### src/rtl/counter_4bit_if.sv
// Count output bundle shared by the counter (master) and its consumers (slave).
// Q is the registered count value.
interface counter_4bit_if #(
  parameter int WIDTH = 4
);
  logic [WIDTH-1:0] Q;

  modport master (output Q);
  modport slave  (input  Q);
endinterface

### src/rtl/counter_4bit.sv
// Free-running up-counter with a programmable terminal count and reset value.
// The count is published on the interface straight from the flop.
module counter_4bit #(
  parameter int WIDTH     = 4,
  parameter int MAX_COUNT = 2**WIDTH - 1,
  parameter int RESET_VAL = 0
) (
  input  logic           clk,
  input  logic           reset,
  counter_4bit_if.master cnt_if
);

  localparam logic [WIDTH-1:0] MAX_V = WIDTH'(MAX_COUNT);
  localparam logic [WIDTH-1:0] RST_V = WIDTH'(RESET_VAL);
  localparam logic [WIDTH-1:0] ONE_V = WIDTH'(1);

  // Reject parameter sets that cannot be represented in WIDTH bits.
  generate
    if (WIDTH < 1) begin : g_bad_width
      $fatal(1, "counter_4bit: WIDTH must be >= 1");
    end
    if (MAX_COUNT < 0 || MAX_COUNT >= 2**WIDTH) begin : g_bad_max
      $fatal(1, "counter_4bit: MAX_COUNT must be < 2**WIDTH");
    end
    if (RESET_VAL < 0 || RESET_VAL >= 2**WIDTH) begin : g_bad_rst
      $fatal(1, "counter_4bit: RESET_VAL must be < 2**WIDTH");
    end
  endgenerate

  logic [WIDTH-1:0] count_q;
  logic [WIDTH-1:0] count_d;

  // Next count; values above MAX_COUNT climb modulo 2**WIDTH until they hit it.
  always_comb begin
    count_d = count_q;
    if (count_q == MAX_V) begin
      count_d = '0;
    end else begin
      count_d = count_q + ONE_V;
    end
  end

  // Count register; reset wins over any coincident clock edge.
  always_ff @(posedge clk or negedge reset) begin
    if (!reset) begin
      count_q <= RST_V;
    end else begin
      count_q <= count_d;
    end
  end

  assign cnt_if.Q = count_q;

endmodule

### src/flat_wrapper.sv
// flat-port wrapper written by rule: the top's interface ports become plain ports
module counter_4bit_flat 
#(
  parameter int WIDTH     = 4,
  parameter int MAX_COUNT = 2**WIDTH - 1,
  parameter int RESET_VAL = 0
)
  (clk, reset, cnt_if_Q);
  counter_4bit_if #(.WIDTH(WIDTH)) cnt_if_i ();
  input  logic clk;
  input  logic reset;
  output wire logic [$bits(cnt_if_i.Q)-1:0] cnt_if_Q;
  assign cnt_if_Q = cnt_if_i.Q;
  counter_4bit #(.WIDTH(WIDTH), .MAX_COUNT(MAX_COUNT), .RESET_VAL(RESET_VAL)) u_core (.clk(clk), .reset(reset), .cnt_if(cnt_if_i));
endmodule
### config.mk
export PLATFORM = sky130hd
export DESIGN_NAME = counter_4bit_flat
export DESIGN_NICKNAME = d
export VERILOG_FILES = /design/src/rtl/counter_4bit_if.sv /design/src/rtl/counter_4bit.sv /design/src/flat_wrapper.sv
export SDC_FILE = /design/constraint.sdc
export NUM_CORES = 1
export LEC_CHECK = 0
export ABC_AREA = 1
export BUFFER_PORTS_ARGS = -buffer_cell sky130_fd_sc_hd__buf_2
export CORE_AREA = 2 2 39 41
export CTS_CLUSTER_SIZE = 8
export DETAILED_ROUTE_END_ITERATION = 8
export DIE_AREA = 0 0 41 43
export PLACE_DENSITY_LB_ADDON = 0.08
export SYNTH_ARGS = -nofsm -noshare
export SYNTH_HDL_FRONTEND = slang
export SYNTH_SLANG_ARGS = --single-unit
export TNS_END_PERCENT = 50
### constraint.sdc
create_clock -name clk -period 1.4 [get_ports clk]
set_clock_uncertainty 0.15 [all_clocks]
set_input_delay 0.07 -clock clk [delete_from_list [all_inputs] [get_ports clk]]
set_output_delay 0.07 -clock clk [all_outputs]
set_load 0.05 [all_outputs]
==> flow_summary.toml, run 1 <==
[sta]
fin_crit_sh = 0.845
setup_viol = 0
final_hold_viol_count = 0
clock.fmax_ghz = 0.845
drv_slew = 0
grt_setup_unrepaired = "false"
slew-limit-headroom = 0.833
timing.final.crit_period_ns = 1.18
finalWorstSetupSlack_ns = 0.217
finalSetupTns_ns = 0
worst_pin_slew_ns = 0.251

[worst_setup_path]
crit_cells = 1
max_stage_delay_ns = 0.42
required_ns = 1.18
timing.critical_path.slowest_stage_cell = "sky130_fd_sc_hd__dfrtp_1"
worst-endpoint-arrival_ns = 0.96
setup.worst_path.end_class = "primary output"
timing.critical_path.from = "u_core.cnt_if.Q[2]$_DFF_PN0_"
rr_worst_depth = 4
crit_path_end = "cnt_if_Q[2]"
rrSetupSlack_ns = 0.31
crit_buf_inv = 1
worstSetupStartpointType = "register"
r2r_end = "u_core.cnt_if.Q[3]$_DFF_PN0_"
crit_type = "register to primary output"
crit_chain = "buf_2"
r2r_start = "u_core.cnt_if.Q[0]$_DFF_PN0_"
path_delay_family = "flip-flops"
timing.critical_path.fanout_max = 5

[global_routing]
grt_max_degree = 6
grt_pass1_vias = 135
antenna_found_initial = 0
grt_remaining_overflow = 0
global_route_usage_over_all_layers = 0.0553
grt_first_pass_wirelength_um = 538

[yosys]
synth_fp_nets = 17
synth_warn = 0
post_synth_mux_area_share = 0
number_of_instances_in_the_synthesized_netlist = 14
yosys_register_bits = 4
yosys.cell_types.count = 9
synthXorXnorAreaFrac = 0.0538
synth_adder_area_share = 0.0769
area_of_the_mapped_netlist_um2 = 163
synth_compound_area_frac = 0.0462
yosys.area_share.simple = 0.162
syn_avg_cell_area_um2 = 11.6
synth.yosys.seq_area_share = 0.615
synth_top_family_by_area = "simple AND/OR/NAND/NOR gates"

[routing]
post_drt_wl_per_cell_um = 9.03
avgViaCountPerCell = 3.50
drt_pass1_iterations = 2
route.antenna.remaining_nets = 0
routed-via-count = 140
drt_iter0_markers = 6
detail_route.drc_violations = 0
wirelength_um = 361

[placed_design]
io_buffers = 5
pre_cts_ws_ns = 0.291
weighted_congestion_at_the_end_of_routability_driven_global_placement = 0.706

[finish]
final_net_count = 28
diodes = 0
syn2layout_area_growth_pct = 51.5
postLayoutCoreUtil = 0.178
post_route_cells_drive_above_1_share = 0.458
largest_register_ffs = 4

[run]
cap_violations = 0

[pwr]
powerDensity_nw_per_um2 = 1170
leakagePower_nw = 0.129
ir_drop_uv = 318

[run_status]
result_of_the_run = "completed"

[clock_tree]
cts.reportedPaths.clkPinSlew_ns = 0.04
cts_sinks = 4
cts_post_setup_buffers_inserted = 0
cts_root_buf = "sky130_fd_sc_hd__clkbuf_4"
number_of_h_tree_branching_levels = 1
post_cts_hold_buffers = 1
post_cts_resize_count = 0
cts.path.max_buffers = 2
tritoncts = "yes"
clock_latency_ns = 0.24
cts-buffers-inserted = 3

[die]
die_height_um = 43
floorplan.core_area_um2 = 1380
placement_rows = 14
fp.dieArea_um2 = 1760
floorplan.die.width_um = 41
io-pin-count = 6
initial_core_util = 0.118

[min_path]
worst_hold_path_type = "input pin to async pin"
## Yosys cell counts
master | instances | area, um2
sky130_fd_sc_hd__ha_1 | 1 | 12.5
sky130_fd_sc_hd__nand2_2 | 1 | 6.26
sky130_fd_sc_hd__nand4_1 | 1 | 6.26
sky130_fd_sc_hd__dfrtp_1 | 4 | 100
sky130_fd_sc_hd__xor2_1 | 1 | 8.76
sky130_fd_sc_hd__nand3_1 | 2 | 10.0
sky130_fd_sc_hd__o21bai_1 | 1 | 7.51
sky130_fd_sc_hd__nand2_1 | 1 | 3.75
sky130_fd_sc_hd__inv_1 | 2 | 7.51
## cells by family after synthesis
| family | after synthesis |
|---|---|
| AND/OR/NAND/NOR | 5 |
| AO/OA/AOI/OAI | 1 |
| XOR/XNOR | 1 |
| flip-flops | 4 |
| buffers and inverters | 2 |
| adder cells (fa/ha/maj) | 1 |
## cell usage in the layout (no fill, tap or decap)
cell type / n
sky130_fd_sc_hd__nand4_1: 1
sky130_fd_sc_hd__dfrtp_1: 2
sky130_fd_sc_hd__nand2_1: 1
sky130_fd_sc_hd__nand3_1: 2
sky130_fd_sc_hd__dfrtp_2: 2
sky130_fd_sc_hd__nand2_2: 1
sky130_fd_sc_hd__dlygate4sd3_1: 1
sky130_fd_sc_hd__ha_1: 1
sky130_fd_sc_hd__buf_2: 5
sky130_fd_sc_hd__clkbuf_4: 3
sky130_fd_sc_hd__clkbuf_1: 1
sky130_fd_sc_hd__xor2_1: 1
sky130_fd_sc_hd__inv_1: 2
sky130_fd_sc_hd__o21bai_1: 1
## per-layer routing
layer / part of all wire / track usage / vias up
met5: 0 / 0 / -
met4: 0.042 / 0.0800 / 0
met3: 0.089 / 0.0314 / 2
met2: 0.37 / 0.0563 / 7
met1: 0.50 / 0.0615 / 65
li1: - / - / 66
## area by class of cell
cell class | count | area [um2]
well taps | 16 | 20.0
flip-flops and latches | 4 | 103
fillers | 146 | 1140
inverters | 2 | 7.51
multi-input cells | 8 | 55.1
repair buffers | 6 | 35.0
clock buffers | 4 | 26.3
## per-stage QoR
| step | hold WS, ns | total power (W) | cells | instance area (um2) |
|---|---|---|---|---|
| 4_1_cts | 0.0218 | 0.000293 | 40 | 246 |
| 6_report | 0.0156 | 0.000289 | 40 | 246 |
| 2_1_floorplan | -0.376 | 0.000118 | 14 | 165 |
| 3_3_place_gp | -0.263 | 0.000121 | 35 | 210 |
| 3_5_place_dp | -0.264 | 0.000121 | 35 | 210 |
| 5_1_grt | 0.0210 | 0.000311 | 40 | 246 |
## worst register-to-register path: cells and delay by family (launching register included)
kind          cells  cell delay, ns
flops             1            0.42
simple gates      3            0.22
fa+ha+maj         1            0.24
## report_power, final
group	switching, W	internal (W)	leakage [nW]	total (W)
Sequential	0	0.000116	0.0499	0.000116
Combinational	0.00000273	0.00000283	0.0644	0.00000556
Clock	0.0000596	0.000108	0.0150	0.000167
## how the worst min path moves through the flow
stage / cells after the start / slack, ns / to / start
2_1_floorplan: 0 / -0.38 / u_core.cnt_if.Q[0]$_DFF_PN0_ / reset
3_3_place_gp: 1 / -0.26 / u_core.cnt_if.Q[2]$_DFF_PN0_ / reset
3_5_place_dp: 1 / -0.26 / u_core.cnt_if.Q[2]$_DFF_PN0_ / reset
4_1_cts: 2 / 0.02 / u_core.cnt_if.Q[1]$_DFF_PN0_ / reset
5_1_grt: 2 / 0.02 / u_core.cnt_if.Q[1]$_DFF_PN0_ / reset
6_report: 2 / 0.02 / u_core.cnt_if.Q[1]$_DFF_PN0_ / reset
Power figures use the tool's default switching activity.
==> run 2, diff against run 1 <==
Clock period 1.4 ns to 1 ns, I/O delays scaled along.
==> flow_summary.toml, run 2 (synthesis gave the netlist of run 1 again) <==
[worst_setup_path]
crit_path_end = "cnt_if_Q[1]"
timing.critical_path.fanout_max = 2
path_delay_family = "flip-flops"
worstSetupStartpointType = "register"
crit_cells = 2
max_stage_delay_ns = 0.41
rr_worst_depth = 5
crit_chain = "buf_6 -> buf_8"
r2r_end = "u_core.cnt_if.Q[3]$_DFF_PN0_"
timing.critical_path.from = "u_core.cnt_if.Q[1]$_DFF_PN0_"
crit_buf_inv = 2
setup.worst_path.end_class = "primary output"
worst-endpoint-arrival_ns = 0.91
rrSetupSlack_ns = -0.09
r2r_start = "u_core.cnt_if.Q[1]$_DFF_PN0_"
required_ns = 0.80
timing.critical_path.slowest_stage_cell = "sky130_fd_sc_hd__dfrtp_2"
crit_type = "register to primary output"

[pwr]
powerDensity_nw_per_um2 = 1030
leakagePower_nw = 0.192
ir_drop_uv = 440

[clock_tree]
number_of_h_tree_branching_levels = 1
clock_latency_ns = 0.24
cts-buffers-inserted = 3
tritoncts = "yes"
cts.path.max_buffers = 2
cts_sinks = 4
cts.reportedPaths.clkPinSlew_ns = 0.04
cts_root_buf = "sky130_fd_sc_hd__clkbuf_4"

[die]
floorplan.core_area_um2 = 1380
die_height_um = 43
placement_rows = 14
fp.dieArea_um2 = 1760
initial_core_util = 0.118
floorplan.die.width_um = 41
io-pin-count = 6

[min_path]
worst_hold_path_type = "register to register"
worstHoldStart = "u_core.cnt_if.Q[3]$_DFF_PN0_"

[run]
cap_violations = 0

[sta]
timing.final.crit_period_ns = 1.11
clock.fmax_ghz = 0.901
grt_setup_unrepaired = "true"
final_hold_viol_count = 0
finalSetupTns_ns = -0.482
slew-limit-headroom = 0.925
fin_crit_sh = 1.11
finalWorstSetupSlack_ns = -0.110
drv_slew = 0
hold_ws_ns = 0.398
setup_viol = 6
worst_pin_slew_ns = 0.112

[global_routing]
grt_first_pass_wirelength_um = 641
grt_remaining_overflow = 0
antenna_found_initial = 0
global_route_usage_over_all_layers = 0.0613
grt_max_degree = 5
grt_pass1_vias = 171

[finish]
largest_register_ffs = 4
final_net_count = 38
post_route_cells_drive_above_1_share = 0.647
final_cell_mix = "sky130_fd_sc_hd__buf_4 (6), sky130_fd_sc_hd__buf_6 (6), sky130_fd_sc_hd__clkbuf_4 (3), sky130_fd_sc_hd__dfrtp_2 (3)"
diodes = 0
syn2layout_area_growth_pct = 138
finalInstanceArea_um2 = 388
layout.filler_cells = 156

[placed_design]
weighted_congestion_at_the_end_of_routability_driven_global_placement = 0.568
pre_cts_ws_ns = -0.0183
io_buffers = 5
place_area_um2 = 239

[routing]
post_drt_wl_per_cell_um = 7.52
routed-via-count = 176
drt_iter0_markers = 1
route.antenna.remaining_nets = 0
detail_route.drc_violations = 0
wirelength_um = 376
avgViaCountPerCell = 3.52
drt_pass1_iterations = 2

[run_status]
result_of_the_run = "finished, violations left"
violations = "negative setup slack"
-- run 2: changes by cell type in the layout (fill, tap and decap cells not counted) --
cell,change
sky130_fd_sc_hd__dfrtp_2,+1
sky130_fd_sc_hd__buf_6,+6
sky130_fd_sc_hd__dfrtp_1,-1
sky130_fd_sc_hd__dlygate4sd3_1,+1
sky130_fd_sc_hd__ha_4,+1
sky130_fd_sc_hd__buf_2,-5
sky130_fd_sc_hd__buf_4,+6
sky130_fd_sc_hd__ha_1,-1
sky130_fd_sc_hd__buf_8,+2
-- run 2: metrics by stage --
| stage | util | total power [W] | cells |
|---|---|---|---|
| floorplan | - | 0.000165 | 14 |
| global placement | 0.173 | 0.000170 | 37 |
| detailed placement | 0.173 | 0.000170 | 37 |
| CTS | 0.278 | 0.000410 | 50 |
| global route | 0.280 | 0.000416 | 50 |
| finish | 0.280 | 0.000401 | 50 |
-- run 2: worst register-to-register path, delay by kind of cell (launching register included) --
| kind | cells | cell delay (ns) |
|---|---|---|
| adders and majority gates | 1 | 0.15 |
| buffers and inverters | 1 | 0.12 |
| DFF | 1 | 0.41 |
| and+or+nand+nor | 3 | 0.19 |
-- run 2: area by class of cell --
type / count / area (um2) / share of cell area
timing repair buffer: 16 / 163 / 0.419
sequential: 4 / 104 / 0.268
multi-input combinational: 8 / 67.6 / 0.174
clock buffer: 4 / 26.3 / 0.0677
tap: 16 / 20.0 / 0.0516
inverter: 2 / 7.51 / 0.0194
-- run 2: repair_timing --
action,CTS,global route
endpoints found under the hold margin,4,0
pin swaps,3,1
setup endpoints to repair,6,9
setup buffers,7,0
hold buffers,2,0
gates resized for setup,14,1
-- run 2: routing by layer --
metal,vias to the layer above,part of all wire,track usage
li1,86,-,-
met1,85,0.40,0.0613
met2,5,0.52,0.0750
met3,0,0.085,0.0314
met4,0,0,0.0800
met5,-,0,0
-- run 2: worst min-delay path by stage --
stage                                   end  cells past startpoint
5_1_grt        u_core.cnt_if.Q[3]$_DFF_PN0_                      2
3_3_place_gp   u_core.cnt_if.Q[3]$_DFF_PN0_                      1
6_report       u_core.cnt_if.Q[3]$_DFF_PN0_                      2
3_5_place_dp   u_core.cnt_if.Q[3]$_DFF_PN0_                      1
2_1_floorplan  u_core.cnt_if.Q[0]$_DFF_PN0_                      0
4_1_cts        u_core.cnt_if.Q[3]$_DFF_PN0_                      2
-- run 2: power breakdown --
| part | internal [W] | leakage [nW] | total [W] | switching, W |
|---|---|---|---|---|
| clock network | 0.000150 | 0.0150 | 0.000227 | 0.0000766 |
| registers | 0.000162 | 0.0482 | 0.000162 | 0 |
| logic | 0.00000764 | 0.129 | 0.0000116 | 0.00000400 |
| total | 0.000321 | 0.192 | 0.000401 | 0.0000806 |
==> run 3, diff against run 2 <==
Settings changed: GPL_TIMING_DRIVEN set to 0.
==> flow_summary.toml, run 3 (synthesis gave the netlist of run 1 again) <==
[routing]
detail_route.drc_violations = 0
drt_pass1_iterations = 4
post_drt_wl_per_cell_um = 8.89
wirelength_um = 391
routed-via-count = 146
avgViaCountPerCell = 3.32
route.antenna.remaining_nets = 0
drt_iter0_markers = 3

[sta]
timing.final.crit_period_ns = 1.06
fin_crit_sh = 1.06
worst_pin_slew_ns = 0.137
clock.fmax_ghz = 0.940
grt_setup_unrepaired = "true"
final_hold_viol_count = 2
slew-limit-headroom = 0.909
finalWorstSetupSlack_ns = -0.0640
hold_ws_ns = -0.00142
finalSetupTns_ns = -0.202
drv_slew = 0
setup_viol = 4

[clock_tree]
tritoncts = "yes"
cts.path.max_buffers = 2
cts_root_buf = "sky130_fd_sc_hd__clkbuf_4"
cts_sinks = 4
clock_latency_ns = 0.24
cts.reportedPaths.clkPinSlew_ns = 0.04
number_of_h_tree_branching_levels = 1
cts-buffers-inserted = 3

[pwr]
ir_drop_uv = 326
share_clk_of_total_power = 0.572
finalPower_w = 0.000398
powerDensity_nw_per_um2 = 1290
switching_share = 0.204
internal_power_w = 0.000317
comb_power_share = 0.020
p_sw_w = 0.0000814
power_frac_seq = 0.408
leakagePower_nw = 0.152

[min_path]
worst_hold_path_type = "input pin to async pin"

[worst_setup_path]
worstSetupStartpointType = "register"
setup.worst_path.end_class = "primary output"
rrSetupSlack_ns = -0.05
crit_chain = "buf_4"
max_stage_delay_ns = 0.43
path_delay_family = "flip-flops"
required_ns = 0.80
crit_type = "register to primary output"
rr_worst_depth = 4
worst-endpoint-arrival_ns = 0.86
r2r_end = "u_core.cnt_if.Q[0]$_DFF_PN0_"
crit_buf_inv = 1
timing.critical_path.fanout_max = 3
r2r_start = "u_core.cnt_if.Q[1]$_DFF_PN0_"
timing.critical_path.slowest_stage_cell = "sky130_fd_sc_hd__dfrtp_2"

[placed_design]
weighted_congestion_at_the_end_of_routability_driven_global_placement = 0.606
place_area_um2 = 224
io_buffers = 5
post-dp-hpwl_um = 274

[finish]
final_net_count = 32
post_route_cells_drive_above_1_share = 0.607
diodes = 0
final_cell_mix = "sky130_fd_sc_hd__buf_4 (6), sky130_fd_sc_hd__clkbuf_4 (3), sky130_fd_sc_hd__dfrtp_2 (3)"
largest_register_ffs = 4
layout.cells.most_common = "sky130_fd_sc_hd__buf_4"
syn2layout_area_growth_pct = 89.2
finalInstanceArea_um2 = 308
postLayoutCoreUtil = 0.222

[global_routing]
antenna_found_initial = 0
grt_max_degree = 6
grt_pass1_vias = 137
grt_first_pass_wirelength_um = 545
grt_remaining_overflow = 0
global_route_usage_over_all_layers = 0.0533

[die]
initial_core_util = 0.118
floorplan.die.width_um = 41
placement_rows = 14
fp.dieArea_um2 = 1760
io-pin-count = 6
floorplan.core_area_um2 = 1380
die_height_um = 43

[run]
cap_violations = 0

[run_status]
result_of_the_run = "finished, violations left"
violations = "negative hold slack, negative setup slack"
==> run 3: cell count changes in the layout (fill, tap and decap cells not counted) <==
cell | before | now
sky130_fd_sc_hd__buf_6 | 6 | 2
sky130_fd_sc_hd__dlygate4sd3_1 | 2 | 1
sky130_fd_sc_hd__buf_2 | 0 | 1
sky130_fd_sc_hd__buf_8 | 2 | 0
==> run 3: power by group through the flow <==
stage                     Clock, W  Combinational (W)  Sequential, W
after detailed placement         0         0.00000525       0.000165
final                     0.000228         0.00000790       0.000162
after CTS                 0.000237         0.00000827       0.000162
after global placement           0         0.00000525       0.000165
after global routing      0.000251         0.00000926       0.000162
after floorplan                  0    0.0000000000382       0.000165
==> run 3: layer usage <==
| layer | routed length (um) | vias up | GRT usage | part of all wire |
|---|---|---|---|---|
| li1 | - | 74 | - | - |
| met1 | 195 | 67 | 0.0677 | 0.50 |
| met2 | 164 | 5 | 0.0531 | 0.42 |
| met3 | 31 | 0 | 0.0314 | 0.079 |
| met4 | 0 | 0 | 0.0600 | 0 |
| met5 | 0 | - | 0 | 0 |
==> run 3: worst max-delay path by stage <==
stage / from / endpoint / slack (ns) / cells past startpoint
floorplan: u_core.cnt_if.Q[1]$_DFF_PN0_ / u_core.cnt_if.Q[0]$_DFF_PN0_ / -0.21 / 4
finish: u_core.cnt_if.Q[1]$_DFF_PN0_ / cnt_if_Q[1] / -0.06 / 1
detailed placement: u_core.cnt_if.Q[0]$_DFF_PN0_ / u_core.cnt_if.Q[0]$_DFF_PN0_ / -0.07 / 4
CTS: u_core.cnt_if.Q[1]$_DFF_PN0_ / cnt_if_Q[1] / -0.09 / 1
global route: u_core.cnt_if.Q[1]$_DFF_PN0_ / u_core.cnt_if.Q[0]$_DFF_PN0_ / -0.11 / 4
global placement: u_core.cnt_if.Q[0]$_DFF_PN0_ / u_core.cnt_if.Q[0]$_DFF_PN0_ / -0.07 / 4
==> run 3: timing repair <==
action	4_1_cts	5_1_grt
hold buffers	1	0
endpoints found under the setup margin	7	7
gates resized for setup	6	0
buffers inserted	2	2
pin swaps	1	0
hold endpoints to repair	4	0
cloned	0	0
==> run 3: cell type report <==
| class | instances | area (um2) |
|---|---|---|
| inverter | 2 | 7.51 |
| tap | 16 | 20.0 |
| multi-input combinational | 8 | 67.6 |
| timing repair buffer | 10 | 82.6 |
| sequential | 4 | 104 |
| clock buffer | 4 | 26.3 |
| fill | 158 | 1080 |
==> run 3: metrics by stage <==
step                      instances  setup WS [ns]
after floorplan                  14         -0.205
after global placement           35        -0.0664
after detailed placement         35        -0.0705
after CTS                        42        -0.0874
after global routing             44         -0.109
final                            44        -0.0640
